===== src/rtl/uart_tx_ctrl.sv =====
// -----------------------------------------------------------------------------
// uart_tx_ctrl
//
// Frame sequencer for a UART transmitter. It accepts a byte plus parity
// settings, then drives the serial line through start bit, eight data bits
// (taken from an external LSB-first serializer), an optional parity bit and a
// single stop bit. A new request arriving during the stop bit chains straight
// into the next frame, so Busy never drops between back-to-back frames.
//
// Parameters:
//   DATA_WIDTH  data bits per frame (only 8 is supported)
//
// Ports:
//   CLK         system clock, rising-edge active
//   RST         asynchronous, active-low reset
//   P_Data      byte to transmit, sampled with Data_Valid
//   Data_Valid  single-cycle transmit request (honoured in IDLE or STOP only)
//   PAR_EN      1 = append a parity bit
//   PAR_TYP     0 = even parity, 1 = odd parity
//   ser_data    current data bit presented by the serializer
//   ser_done    serializer flag, high while the last data bit is presented
//   ser_en      serializer shift enable, high exactly while in DATA
//   TX_OUT      registered serial line, idles high
//   Busy        registered frame-in-progress flag
// -----------------------------------------------------------------------------
module uart_tx_ctrl #(
    parameter int DATA_WIDTH = 8
) (
    input  logic                  CLK,
    input  logic                  RST,
    input  logic [DATA_WIDTH-1:0] P_Data,
    input  logic                  Data_Valid,
    input  logic                  PAR_EN,
    input  logic                  PAR_TYP,
    input  logic                  ser_data,
    input  logic                  ser_done,
    output logic                  ser_en,
    output logic                  TX_OUT,
    output logic                  Busy
);

    typedef enum logic [2:0] {
        IDLE,
        START,
        DATA,
        PARITY,
        STOP
    } state_e;

    state_e                state_q, state_d;
    logic [DATA_WIDTH-1:0] data_q, data_d;
    logic                  parEn_q, parEn_d;
    logic                  parTyp_q, parTyp_d;
    logic                  tx_q, tx_d;
    logic                  busy_q, busy_d;

    logic                  accept;
    logic                  parityBit;

    // Requests are only honoured between frames or during the stop bit;
    // anything arriving earlier in a frame is silently dropped.
    assign accept = Data_Valid && ((state_q == IDLE) || (state_q == STOP));

    // Even parity makes the total count of ones even; odd flips that bit.
    assign parityBit = (^data_q) ^ parTyp_q;

    assign ser_en = (state_q == DATA);
    assign TX_OUT = tx_q;
    assign Busy   = busy_q;

    // Next-state decode plus the registered-output preload. TX_OUT and Busy
    // are computed from the current state and captured on the same edge, so
    // the line lags the state register by exactly one period.
    always_comb begin
        state_d  = state_q;
        data_d   = data_q;
        parEn_d  = parEn_q;
        parTyp_d = parTyp_q;
        tx_d     = 1'b1;
        busy_d   = (state_q != IDLE);

        case (state_q)
            IDLE: begin
                tx_d = 1'b1;
                if (accept) begin
                    state_d = START;
                end
            end
            START: begin
                tx_d    = 1'b0;
                state_d = DATA;
            end
            DATA: begin
                tx_d = ser_data;
                if (ser_done) begin
                    state_d = parEn_q ? PARITY : STOP;
                end
            end
            PARITY: begin
                tx_d    = parityBit;
                state_d = STOP;
            end
            STOP: begin
                tx_d    = 1'b1;
                state_d = accept ? START : IDLE;
            end
            default: begin
                tx_d    = 1'b1;
                state_d = IDLE;
            end
        endcase

        // Capture the frame settings at acceptance so later input changes
        // cannot corrupt the frame in flight.
        if (accept) begin
            data_d   = P_Data;
            parEn_d  = PAR_EN;
            parTyp_d = PAR_TYP;
        end
    end

    // State, latched frame settings and registered line outputs.
    always_ff @(posedge CLK or negedge RST) begin
        if (!RST) begin
            state_q  <= IDLE;
            data_q   <= '0;
            parEn_q  <= 1'b0;
            parTyp_q <= 1'b0;
            tx_q     <= 1'b1;
            busy_q   <= 1'b0;
        end else begin
            state_q  <= state_d;
            data_q   <= data_d;
            parEn_q  <= parEn_d;
            parTyp_q <= parTyp_d;
            tx_q     <= tx_d;
            busy_q   <= busy_d;
        end
    end

endmodule


===== config.mk =====
export PLATFORM = sky130hd
export DESIGN_NAME = uart_tx_ctrl
export DESIGN_NICKNAME = d
export VERILOG_FILES = /design/src/rtl/uart_tx_ctrl.sv
export SDC_FILE = /design/constraint.sdc
export NUM_CORES = 1
export LEC_CHECK = 0
export CAP_MARGIN = 20
export CORE_MARGIN = 2
export CORE_UTILIZATION = 49
export CTS_CLUSTER_DIAMETER = 100
export DETAILED_ROUTE_END_ITERATION = 10
export GPL_TIMING_DRIVEN = 0
export HOLD_SLACK_MARGIN = 0.03
export PLACE_DENSITY = 0.79
export SETUP_SLACK_MARGIN = 0.05
export SLEW_MARGIN = 20
export SYNTH_ARGS = -nofsm -noshare
export SYNTH_HDL_FRONTEND = slang
export SYNTH_SLANG_ARGS = --single-unit

===== constraint.sdc =====
create_clock -name CLK -period 4.55 [get_ports CLK]
set_clock_uncertainty 0.1 [all_clocks]
set_input_delay 0.91 -clock CLK [delete_from_list [all_inputs] [get_ports CLK]]
set_output_delay 0.91 -clock CLK [all_outputs]
set_load 0.01 [all_outputs]

==> results of run 1 <==
[per-layer routing]
layer / global-route usage (%) / vias up
met5: 0 / -
met4: 11.6 / 0
met3: 3.48 / 4
met2: 27.8 / 11
met1: 14.5 / 230
li1: - / 223
[cells by family (layout without fill, tap and decap cells)]
logic type | Yosys count | in the layout
flops | 15 | 15
mux | 10 | 10
xor+xnor | 6 | 6
buf+inv | 5 | 26
simple gates | 11 | 11
compound gates | 6 | 6
[power groups by stage]
| stage | clock network, µW | registers (µW) | logic [µW] |
|---|---|---|---|
| after global placement | 0 | 238 | 283 |
| after CTS | 79.2 | 240 | 295 |
| after detailed placement | 0 | 243 | 295 |
| after floorplan | 0 | 238 | 220 |
| after global routing | 83.0 | 248 | 313 |
| final | 74.7 | 239 | 291 |
[through the flow]
step                area (µm²)  utilization [%]
floorplan                  686                -
global placement           875             67.2
finish                     901             69.2
global route               901             69.2
CTS                        901             69.2
detailed placement         875             67.2
[cell type report]
class | count | area (µm²)
Clock buffer | 4 | 26.3
Tap cell | 15 | 18.8
Timing Repair Buffer | 17 | 170
Buffer | 3 | 17.5
Fill cell | 97 | 400
Sequential cell | 15 | 377
Multi-Input combinational cell | 33 | 284
Inverter | 2 | 7.51
[critical path, cell delays in order, from the launching register on]
cell and delay (ns):
dfrtp_1 0.36, clkbuf_2 0.16, nor3b_1 0.20, clkdlybuf4s50_1 0.56
[state kept, by name, indices dropped and copies added (netlist names)]
register	flops
parTyp_q	1
state_q	3
Busy	1
parEn_q	1
data_q	8
TX_OUT	1
[worst min-delay path by stage]
stage | start | end | slack [ns] | depth (start not counted)
after CTS | state_q[2] | state_q[1] | 0.44 | 1
after detailed placement | data_q[0] | data_q[0] | 0.42 | 1
final | data_q[0] | data_q[0] | 0.43 | 1
after global routing | data_q[0] | data_q[0] | 0.44 | 1
after floorplan | state_q[2] | state_q[1] | 0.37 | 1
after global placement | state_q[2] | state_q[1] | 0.41 | 1
[Yosys cell counts (all sizes together)]
cell,count
nand2,2
dfrtp,14
a21oi,3
nor2,2
clkbuf,1
nor3b,3
inv,2
mux2,9
mux2i,1
xnor2,3
o211ai,1
dfstp,1
nand4b,1
o21a,1
xor2,2
or3,1
nand3b,1
nand2b,1
xnor3,1
o21ai,1
buf,2
==> flow_metrics.py, run 1 <==
metrics = {
    "logic_synthesis": {
        "muxShareOfSynthArea_pct": 16.2,
        "synth_nets": 68,
        "synth_top_family_by_area": "multiplexers",
        "post_synth_xor_area_fraction_pct": 9.67,
        "yosysTopAreaCellShare_pct": 51.1,
        "yosys_register_bits": 15,
        "synthesized_area_fraction_occupied_by_adder_cells_pct": 0,
        "share_of_the_synthesized_area_in_compound_gates_ao_oa_aoi_oai_pct": 5.11,
        "yosysWarnings": 0,
        "syn-mean-instance-area_um2": 12.9,
        "synth_area_um2": 686,
        "synth_seq_area_share_pct": 54.9,
        "synth_cells": 53,
        "synth_top_cells_by_area": "dfrtp_1 51%, mux2_2 15%, dfstp_2 3.8%, xnor2_1 3.8%, xnor3_1 3.3%",
        "synth-simple-area-share_pct": 10.4,
        "yosys.area.top_type": "dfrtp_1",
        "yosys.cell_types.count": 23,
    },
    "clock_network": {
        "post_cts.repair.setup_buffers": 0,
        "worstSkewPairLatency_ns": 0.28,
        "cts_tree": "built",
        "cts-root-buf": "clkbuf_4",
        "cts_htree_levels": 1,
        "number_of_hold_buffers_added_after_cts": 0,
        "cts_resized": 0,
        "cts.clk_slew.worst_paths_ns": 0.08,
        "clock_sink_count": 15,
        "cts_buffers": 3,
        "cts.path.max_buffers": 2,
    },
    "power": {
        "switching_share_pct": 31.4,
        "p_comb_share_pct": 48.1,
        "p_int_uw": 414,
        "max-vdd-ir-drop_mv": 0.361,
        "relative_contribution_of_sequential_cells_to_total_power_pct": 39.5,
        "pwr_density_cell_nw_per_um2": 671,
        "p_switching_uw": 190,
        "power_leakage_uw": 0.000384,
        "clock_power_share_pct": 12.4,
        "fin_total_pwr_uw": 604,
    },
    "die": {
        "die_width_um": 41.4,
        "floorplan.rows": 13,
        "start_util_pct": 52.7,
        "core_area_um2": 1300,
        "ios": 18,
        "die_height_um": 41.4,
        "die_area_um2": 1710,
    },
    "timing": {
        "achievable-frequency_ghz": 0.389,
        "worst_rel_slew_slack_pct": 56.3,
        "setup_repair_after_global_routing_missed_its_margin": "false",
        "fin_hold_ws_ns": 0.433,
        "timing.final.crit_share_pct": 56.5,
        "number_of_setup_violations_in_the_final_report": 0,
        "tightest_slew_ns": 0.654,
        "setup-tns-final_ns": 0,
        "slew_violations": 0,
        "hold_viol": 0,
        "finalCriticalPeriod_ns": 2.57,
        "final_critical_path_setup_slack_ns": 1.98,
    },
    "route": {
        "antenna_violating_nets_post_route": 0,
        "post_drt_wl_per_cell_um": 12.5,
        "met2_wirelength_um": 588,
        "routed_vias": 468,
        "postRouteWirelength_um": 1110,
        "detailedRoute.firstIterationViolations": 1,
        "route.detailed.drc": 0,
        "detail_routed_via_count_per_cell": 5.26,
        "drt-pass1-iter-count": 3,
        "wl_met1_um": 442,
        "topRoutingLayerUsed": "met4",
        "met3WireLength_um": 51,
    },
    "critical_path": {
        "critPathRequiredTime_ns": 3.54,
        "timing.setup.critical_path_class": "register to primary output",
        "r2r_slack_ns": 3.02,
        "rr_worst_depth": 4,
        "reg2reg_from": "state_q[1]",
        "critical_path.reg2reg.endpoint": "data_q[2]",
        "timing.critical_path.fanout_max": 8,
        "timing.critical_path.from_type": "register",
        "cp-end-kind": "primary output",
        "worstSetupStartpoint": "state_q[0]",
        "worst-endpoint-arrival_ns": 1.56,
        "worstSetupEndpoint": "ser_en",
    },
    "cells_and_area": {
        "mostFrequentLayoutCell": "clkdlybuf4s50_1",
        "final_net_count": 90,
        "post_route_cells_drive_above_1_share_pct": 23.0,
        "layout.cells.non_filler": 89,
        "syn_to_final_growth_pct": 31.4,
        "layout.cells.most_common_list": "17 x clkdlybuf4s50_1, 14 x dfrtp_1, 9 x mux2_2",
        "antenna_cells": 0,
    },
    "hold_path": {
        "worstHoldPathType": "register to register",
    },
    "placed_design": {
        "place.detailed.hpwl_um": 861,
        "numPlacedInstances": 85,
        "gp_routability_congestion": 0.681,
        "number_of_port_buffers": 17,
        "place_ws_ns": 2.14,
    },
    "flow_run": {
        "max_cap_viol_count": 0,
    },
    "global_route": {
        "grt_first_pass_wirelength_um": 1950,
        "groute.usage.overall_pct": 15.3,
        "global_route.overflow_total": 0,
        "grt_antenna_before_repair": 0,
        "grt_max_degree": 16,
        "first_global_vias": 477,
    },
    "run_status": {
        "outcome": "completed",
    },
}
Note: power is estimated with default switching activity, not from simulation.
==> inputs of run 2 (changes only) <==
- CORE_UTILIZATION: 49 -> 45
- PLACE_DENSITY: 0.79 -> 0.74
- clock period: 4.55 -> 2.4 ns (I/O delays scaled with it)
==> run 2 against run 1 <==
Net effect:
- count of clock-buffer cells in the layout is the same
- combinational power grew 86%
- final cell count grew 1.1%
- hold slack gained 0.0041 ns
- via count shrank 4.5%
==> flow_metrics.py, run 2 (synthesized netlist as in run 1, its figures left out) <==
metrics = {
    "global_route": {
        "grtUsageMet3_pct": 7.66,
        "groute.usage.overall_pct": 15.2,
        "first_global_vias": 472,
        "grt.met1_usage_pct": 15.7,
        "grt_max_degree": 16,
        "grt_first_pass_wirelength_um": 1940,
        "global_routing_met2_resource_utilization_pct": 25.2,
        "grt_antenna_before_repair": 0,
        "global_route.overflow_total": 0,
        "grt.busiest_layer": "met2",
    },
    "critical_path": {
        "timing.critical_path.from_type": "register",
        "r2r_slack_ns": 0.87,
        "timing.setup.critical_path_class": "register to primary output",
        "worstSetupStartpoint": "state_q[0]",
        "reg2reg_from": "state_q[1]",
        "critPathRequiredTime_ns": 1.82,
        "worstSetupEndpoint": "ser_en",
        "critical_path.reg2reg.endpoint": "data_q[2]",
        "delay_of_the_slowest_cell_on_the_worst_path_ns": 0.56,
        "worstPathCellList": "clkbuf_2, nor3b_1, clkdlybuf4s50_1",
        "cp-end-kind": "primary output",
        "timing.critical_path.fanout_max": 8,
        "rr_worst_depth": 4,
        "crit_slowest_cell": "clkdlybuf4s50_1",
        "worst-endpoint-arrival_ns": 1.56,
    },
    "cells_and_area": {
        "antenna_cells": 0,
        "largest_register_ff_count": 8,
        "layout.cells.most_common_list": "17 x clkdlybuf4s50_1, 14 x dfrtp_1, 9 x mux2_2",
        "post_route_cells_drive_above_1_share_pct": 23.0,
        "top_flop_regs": "data_q (8), state_q (3)",
        "final_net_count": 90,
        "registers.top_by_ff_count": "data_q",
        "syn_to_final_growth_pct": 31.6,
        "mostFrequentLayoutCell": "clkdlybuf4s50_1",
    },
    "route": {
        "antenna_violating_nets_post_route": 0,
        "route.detailed.drc": 0,
        "post_drt_wl_per_cell_um": 12.1,
        "postRouteWirelength_um": 1090,
        "routed_vias": 447,
        "detailedRoute.firstIterationViolations": 0,
        "detail_routed_via_count_per_cell": 4.97,
        "drt-pass1-iter-count": 1,
    },
    "clock_network": {
        "cts_htree_levels": 1,
        "cts_resized": 0,
        "cts.clk_slew.worst_paths_ns": 0.08,
        "cts.path.max_buffers": 2,
        "cts-root-buf": "clkbuf_4",
        "cts_buffers": 3,
        "worstSkewPairLatency_ns": 0.28,
        "post_cts.repair.setup_buffers": 0,
        "clock_sink_count": 15,
        "cts_tree": "built",
        "number_of_hold_buffers_added_after_cts": 0,
    },
    "placed_design": {
        "place_ws_ns": 0.418,
        "place.detailed.hpwl_um": 844,
        "number_of_port_buffers": 17,
        "gp_routability_congestion": 0.782,
    },
    "die": {
        "die_height_um": 43.0,
        "start_util_pct": 46.6,
        "floorplan.rows": 14,
        "core_area_um2": 1470,
        "ios": 18,
        "die_area_um2": 1850,
        "die_width_um": 43.0,
    },
    "timing": {
        "setup_repair_after_global_routing_missed_its_margin": "false",
        "number_of_setup_violations_in_the_final_report": 0,
        "worst_rel_slew_slack_pct": 56.2,
        "tightest_slew_ns": 0.655,
        "timing.final.crit_share_pct": 89.0,
        "hold_viol": 0,
        "finalCriticalPeriod_ns": 2.14,
        "slew_violations": 0,
        "setup-tns-final_ns": 0,
        "final_critical_path_setup_slack_ns": 0.263,
        "achievable-frequency_ghz": 0.468,
    },
    "flow_run": {
        "max_cap_viol_count": 0,
    },
    "power": {
        "power_leakage_uw": 0.000384,
        "max-vdd-ir-drop_mv": 0.753,
        "pwr_density_cell_nw_per_um2": 1250,
    },
    "hold_path": {
        "worstHoldPathType": "register to register",
    },
    "run_status": {
        "outcome": "completed",
    },
}
## run 2: cell counts in the layout (fill, tap and decap cells not counted)
No cell type changed its count.
## run 2: how the worst min path moves through the flow
stage	start	end	cells after the start
2_1_floorplan	RST	Busy	0
3_3_place_gp	state_q[2]	state_q[1]	1
3_5_place_dp	data_q[7]	data_q[7]	1
4_1_cts	data_q[7]	data_q[7]	1
5_1_grt	data_q[5]	data_q[5]	1
6_report	data_q[7]	data_q[7]	1
## run 2: metrics by stage
step	total power, µW	instance area, µm²	util (%)	instances	hold WS (ns)
finish	1130	902	61.3	90	0.437
global route	1230	902	61.3	90	0.456
CTS	1160	902	61.3	90	0.442
detailed placement	1010	876	59.5	86	0.422
global placement	989	876	59.5	86	0.410
floorplan	867	686	-	53	0.0844
## run 2: report_power, final
group / total (µW) / switching (µW) / internal, µW / leakage [µW]
clock: 139 / 74.3 / 64.4 / 0.0000150
sequential: 451 / 70.3 / 381 / 0.000178
combinational: 542 / 202 / 339 / 0.000190
total: 1130 / 347 / 785 / 0.000384
## run 2: worst max-delay path: cells and delay by family, from the launching register on
family	cells	cell delay, ns
buffers and inverters	2	0.72
flip-flops	1	0.36
AND/OR/NAND/NOR	1	0.20
## run 2: layout make-up
| type | count | area (µm²) |
|---|---|---|
| fillers | 142 | 569 |
| inverters | 2 | 7.51 |
| flip-flops and latches | 15 | 377 |
| plain buffers | 3 | 17.5 |
| repair buffers | 17 | 170 |
| well taps | 16 | 20.0 |
| multi-input cells | 33 | 284 |
| clock buffers | 4 | 26.3 |
## run 2: routing by layer
layer | routed length (µm) | share of wire [%] | up-vias
li1 | - | - | 224
met1 | 433 | 40 | 210
met2 | 574 | 53 | 11
met3 | 65 | 6.0 | 2
met4 | 18 | 1.6 | 0
met5 | 0 | 0 | -
